$ cat config.mk
export PLATFORM = sky130hd
export DESIGN_NAME = mem_stage_fsm
export DESIGN_NICKNAME = d
export VERILOG_FILES = /design/src/rtl/mem_stage_fsm.sv
export SDC_FILE = /design/constraint.sdc
export NUM_CORES = 1
export LEC_CHECK = 0
export CAP_MARGIN = 15
export CORE_MARGIN = 1
export CORE_UTILIZATION = 47
export DETAILED_ROUTE_END_ITERATION = 10
export PLACE_DENSITY = 0.83
export SLEW_MARGIN = 20
export SYNTH_ARGS = -nofsm -noshare
export SYNTH_HDL_FRONTEND = slang
export SYNTH_SLANG_ARGS = --single-unit
$ cat constraint.sdc
create_clock -name clk -period 2.5 [get_ports clk]
set_input_delay 0.5 -clock clk [delete_from_list [all_inputs] [get_ports clk]]
set_output_delay 0.5 -clock clk [all_outputs]
set_load 0.02 [all_outputs]
$ cat src/rtl/mem_stage_fsm.sv
// rtl/mem_stage_fsm.sv - MEM pipeline stage: big-endian data bus access with timeout, GPR/HILO passthrough
// Optional misalignment trap: define MEM_ALIGN_CHK_EN.
module mem_stage_fsm #(
    parameter int RAW = 5,
    parameter int AW  = 32,
    parameter int TMO = 15
) (
    input  logic           clk,
    input  logic           rst,
    input  logic           in_valid,
    output logic           in_ready,
    input  logic [3:0]     memop_i,
    input  logic [AW-1:0]  maddr_i,
    input  logic [31:0]    sdata_i,
    input  logic [RAW-1:0] waddr_i,
    input  logic           we_i,
    input  logic [31:0]    wdata_i,
    input  logic           whilo_i,
    input  logic [31:0]    hi_i,
    input  logic [31:0]    lo_i,
    output logic           mem_req,
    output logic           mem_we,
    output logic [3:0]     mem_sel,
    output logic [AW-1:0]  mem_addr,
    output logic [31:0]    mem_wdata,
    input  logic [31:0]    mem_rdata,
    input  logic           mem_ack,
    output logic           out_valid,
    output logic [RAW-1:0] waddr_o,
    output logic           we_o,
    output logic [31:0]    wdata_o,
    output logic           whilo_o,
    output logic [31:0]    hi_o,
    output logic [31:0]    lo_o,
    output logic           err_o
);
    typedef enum logic [0:0] {S_IDLE, S_BUS} state_t;

    localparam logic [7:0] TMO_LAST = 8'(TMO - 1);

    state_t         state;
    logic [7:0]     wait_cnt;
    logic [3:0]     op_q;
    logic [1:0]     off_q;
    logic [RAW-1:0] waddr_q;
    logic           we_q;
    logic [31:0]    wdata_q;
    logic           whilo_q;
    logic [31:0]    hi_q;
    logic [31:0]    lo_q;

    logic           is_mem, is_store, is_byte, is_half;
    logic [1:0]     off_n;
    logic [3:0]     sel_n;
    logic [31:0]    wd_rep;
    logic           align_err;
    logic [7:0]     byte_v;
    logic [15:0]    half_v;
    logic [31:0]    load_data;

    assign in_ready = (state == S_IDLE);

    always_comb begin
        is_mem   = (memop_i >= 4'd1) && (memop_i <= 4'd8);
        is_store = (memop_i >= 4'd6) && (memop_i <= 4'd8);
        is_byte  = (memop_i == 4'd1) || (memop_i == 4'd2) || (memop_i == 4'd6);
        is_half  = (memop_i == 4'd3) || (memop_i == 4'd4) || (memop_i == 4'd7);
        // Low address bits beyond the access size are dropped, giving natural alignment.
        if (is_byte) begin
            off_n  = maddr_i[1:0];
            sel_n  = 4'b1000 >> off_n;
            wd_rep = {4{sdata_i[7:0]}};
        end else if (is_half) begin
            off_n  = {maddr_i[1], 1'b0};
            sel_n  = 4'b1100 >> off_n;
            wd_rep = {2{sdata_i[15:0]}};
        end else begin
            off_n  = 2'b00;
            sel_n  = 4'b1111;
            wd_rep = sdata_i;
        end
`ifdef MEM_ALIGN_CHK_EN
        align_err = (is_half && maddr_i[0]) ||
                    (is_mem && !is_byte && !is_half && (maddr_i[1:0] != 2'b00));
`else
        align_err = 1'b0;
`endif
    end

    always_comb begin
        case (off_q)
            2'd0:    byte_v = mem_rdata[31:24];
            2'd1:    byte_v = mem_rdata[23:16];
            2'd2:    byte_v = mem_rdata[15:8];
            default: byte_v = mem_rdata[7:0];
        endcase
        half_v = off_q[1] ? mem_rdata[15:0] : mem_rdata[31:16];
        case (op_q)
            4'd1:    load_data = {{24{byte_v[7]}}, byte_v};
            4'd2:    load_data = {24'd0, byte_v};
            4'd3:    load_data = {{16{half_v[15]}}, half_v};
            4'd4:    load_data = {16'd0, half_v};
            4'd5:    load_data = mem_rdata;
            default: load_data = wdata_q;
        endcase
    end

    always_ff @(posedge clk) begin
        if (rst) begin
            state     <= S_IDLE;
            wait_cnt  <= 8'd0;
            op_q      <= 4'd0;
            off_q     <= 2'd0;
            waddr_q   <= '0;
            we_q      <= 1'b0;
            wdata_q   <= 32'd0;
            whilo_q   <= 1'b0;
            hi_q      <= 32'd0;
            lo_q      <= 32'd0;
            mem_req   <= 1'b0;
            mem_we    <= 1'b0;
            mem_sel   <= 4'd0;
            mem_addr  <= '0;
            mem_wdata <= 32'd0;
            out_valid <= 1'b0;
            waddr_o   <= '0;
            we_o      <= 1'b0;
            wdata_o   <= 32'd0;
            whilo_o   <= 1'b0;
            hi_o      <= 32'd0;
            lo_o      <= 32'd0;
            err_o     <= 1'b0;
        end else begin
            out_valid <= 1'b0;
            case (state)
                S_IDLE: begin
                    if (in_valid) begin
                        if (!is_mem || align_err) begin
                            out_valid <= 1'b1;
                            waddr_o   <= waddr_i;
                            we_o      <= we_i && !align_err;
                            wdata_o   <= wdata_i;
                            whilo_o   <= whilo_i && !align_err;
                            hi_o      <= hi_i;
                            lo_o      <= lo_i;
                            err_o     <= align_err;
                        end else begin
                            state     <= S_BUS;
                            wait_cnt  <= 8'd0;
                            op_q      <= memop_i;
                            off_q     <= off_n;
                            waddr_q   <= waddr_i;
                            we_q      <= we_i;
                            wdata_q   <= wdata_i;
                            whilo_q   <= whilo_i;
                            hi_q      <= hi_i;
                            lo_q      <= lo_i;
                            mem_req   <= 1'b1;
                            mem_we    <= is_store;
                            mem_sel   <= sel_n;
                            mem_addr  <= {maddr_i[AW-1:2], 2'b00};
                            mem_wdata <= wd_rep;
                        end
                    end
                end
                S_BUS: begin
                    // Ack takes priority over the timeout on the final wait cycle.
                    if (mem_ack || wait_cnt == TMO_LAST) begin
                        state     <= S_IDLE;
                        mem_req   <= 1'b0;
                        out_valid <= 1'b1;
                        waddr_o   <= waddr_q;
                        we_o      <= we_q && mem_ack;
                        wdata_o   <= mem_ack ? load_data : wdata_q;
                        whilo_o   <= whilo_q && mem_ack;
                        hi_o      <= hi_q;
                        lo_o      <= lo_q;
                        err_o     <= !mem_ack;
                    end else begin
                        wait_cnt <= wait_cnt + 8'd1;
                    end
                end
                default: state <= S_IDLE;
            endcase
        end
    end
endmodule

==> results.toml <==
[global_route]
grt_overflow_total = 0
grt_usage_pct = 27.43
grt_pass1_vias = 11669
grt_pass1_wl_um = 59530
antenna_found_initial = 4
grt_max_degree = 103

[clock_tree]
post-cts-setup-buffers = 0
post_cts_resized = 0
ctsHoldBuffers = 0
clock_path_buffers = 3
clock_latency_ns = 0.57
htree_num_levels = 1
cts_root_buffer = "clkbuf_16"
cts_buffers = 30
cts.clk_slew.worst_paths_ns = 0.06
clock_sinks = 291
cts_tree = "done"

[routing]
drt.antenna.violating_nets = 0
first_pass_iters = 7
dr_wl_met3_um = 3389
top_layer_used = "met4"
wirelength_um = 38590
route.layer.met1.wl_um = 14810
avgViaCountPerCell = 5.529
routedWlPerCell_um = 17.38
dr_wl_met2_um = 18680
first_iter_violations = 968
vias = 12280
drc = 0

[logic_synthesis]
synth.ff_latch_count = 291
ys_types = 60
synth_area_leader_cell = "dfxtp_1"
synth-edff-count = 0
synth_top_cell_area_share_pct = 47.01
syn_inst = 1506
syn_area_um2 = 12390
syn_avg_cell_area_um2 = 8.228
ys_async_sr_fraction_pct = 0
yosysSeqAreaShare_pct = 47.01
netlist_top_cells_area = "dfxtp_1 (47%), nand2_1 (11%), mux2i_1 (6.9%), a21oi_1 (6.7%), a211oi_1 (6.2%)"
synthFlopType = "dfxtp_1"
yosysWarnings = 0

[floorplanning]
row_count = 59
start_util_pct = 47.69
die_w_um = 164.4
ios = 383
dieArea_um2 = 27020
core_region_area_um2 = 25980
die_y_um = 164.4

[sta]
rsz0062_at_grt = "false"
hold_viol_final = 0
timing.fmax_mhz = 443.3
setup_viol = 0
tightest_slew_ns = 0.7269
finalCritPeriodShare_pct = 90.23
period_minus_slack_ns = 2.256
clock_skew_ns = 0.02053
setup_tns_ns = 0
slew_viol_final = 0
slew_headroom_pct = 51.54

[critical_path]
startpoint = "state$_SDFF_PP0_"
cp_max_fo = 7
startpoint_type = "register"
timing.rr.start = "op_q[2]$_SDFFE_PP0P_"
path_class = "register to output pin"
rrSetupSlack_ns = 0.26
critPathCaptureType = "output pin"
cp.required_ns = 2.00
critPathArrivalTime_ns = 1.76

[power]
power.density_nw_per_um2 = 669.1
combPwrFrac_pct = 20.7
p_leak_nw = 6.369
power_mw = 11.95
p_clk_share_pct = 36.2
swShare_pct = 27.64
internal_power_mw = 8.645
p_switching_mw = 3.303
peakVddDrop_v = 0.0005481
pwr-share-seq_pct = 43.1

[min_path]
hold_start = "wdata_q[6]$_SDFFE_PP0P_"
hp-class = "register to register"

[layout]
n_fill_cell = 2018
area_growth_pct = 44.10
final_common_cell = "clkdlybuf4s50_1"
fin_util_pct = 68.72
multi_input_area_um2 = 5977
finalNetCount = 2070
mostFrequentLayoutCells = "clkdlybuf4s50_1 (379), nand2_1 (356), dfxtp_1 (290)"
fin_area_um2 = 17860
layout-drive-gt1-share_pct = 7.709
seq_area_um2 = 5829
finalNonFillerCells = 2221

[placement]
port_buffers = 380
dpl_cell_area_um2 = 16890
place.gp.congestion = 0.8891
place_inst = 2164
hpwlAfterDp_um = 26690

[status]
outcome = "complete, no violations"

[job]
max-cap-violations = 0
registers in the layout, summed over array words and instances, names as in the netlist, 5 cells and up:
signal / cells
wdata_q: 32
hi_q: 32
waddr_q: 5
mem_wdata: 32
mem_addr: 30
hi_o: 32
lo_q: 32
lo_o: 32
waddr_o: 5
wdata_o: 32
wait_cnt: 8
power by group through the flow:
stage / registers [mW] / logic, mW / clock network (mW)
global placement: 5.23 / 2.41 / 0
global route: 5.19 / 2.66 / 4.63
floorplan: 5.50 / 0.950 / 0
CTS: 5.15 / 2.47 / 4.40
detailed placement: 5.25 / 2.45 / 0
finish: 5.15 / 2.47 / 4.33
per-layer routing:
metal	up-vias	global-route usage, %
li1	5950	-
met1	5726	32.51
met2	501	46.24
met3	103	6.856
met4	0	13.34
met5	-	0
worst max-delay path, cell delays in order (launching register included):
cell and delay, ns:
dfxtp_4 0.37, inv_1 0.18, clkdlybuf4s50_1 0.64
logic make-up (layout without fill, tap and decap cells):
| family | count (synthesis) | in the layout | synth area share, % |
|---|---|---|---|
| compound gates | 433 | 433 | 22.26 |
| xor+xnor | 8 | 8 | 0.5654 |
| fa+ha+maj | 2 | 2 | 0.2019 |
| buf+inv | 147 | 521 | 5.119 |
| flops | 291 | 291 | 47.01 |
| mux | 96 | 96 | 7.855 |
| other cells | 1 | 7 | 0.03026 |
| simple gates | 528 | 528 | 16.95 |
stage by stage:
stage / hold slack (ns) / setup WS [ns]
2_1_floorplan: 0.4332 / 0.2989
3_3_place_gp: 0.4388 / -0.1251
3_5_place_dp: 0.4432 / -0.1415
4_1_cts: 0.4514 / 0.2240
5_1_grt: 0.4662 / 0.05561
6_report: 0.4507 / 0.2444
cells in the mapped netlist, types with 3 or more instances:
cell,n
a211oi_1,102
a21oi_1,165
nor3_1,8
nor2_1,126
o221ai_1,16
dfxtp_1,291
buf_2,47
inv_1,12
mux2_2,10
xnor2_1,4
a21boi_1,7
a221oi_1,21
and3_1,3
nand3_1,12
mux2i_1,86
a22oi_1,8
nand2b_1,4
o21ai_0,67
nand2_1,357
or3b_2,3
xor2_1,4
o2bb2ai_1,7
a21o_1,12
clkbuf_1,81
a311oi_1,10
final timing paths:
| check | endpoint | cells after the start |
|---|---|---|
| worst max-delay path | in_ready | 2 |
| worst min-delay path | wdata_q[6]$_SDFFE_PP0P_ | 2 |
| worst max register to register | wdata_o[2]$_SDFFE_PP0P_ | 5 |
| worst min register to register | wdata_q[6]$_SDFFE_PP0P_ | 2 |
cell type report:
type	instances	share of cell area [%]
multi-input cells	1069	33.47
flip-flops and latches	291	32.64
repair buffers	457	25.89
clock buffers	46	4.877
well taps	335	2.347
clock inverters	6	0.4484
inverters	12	0.2522
diodes	5	0.07007
Power figures use the tool's default switching activity.
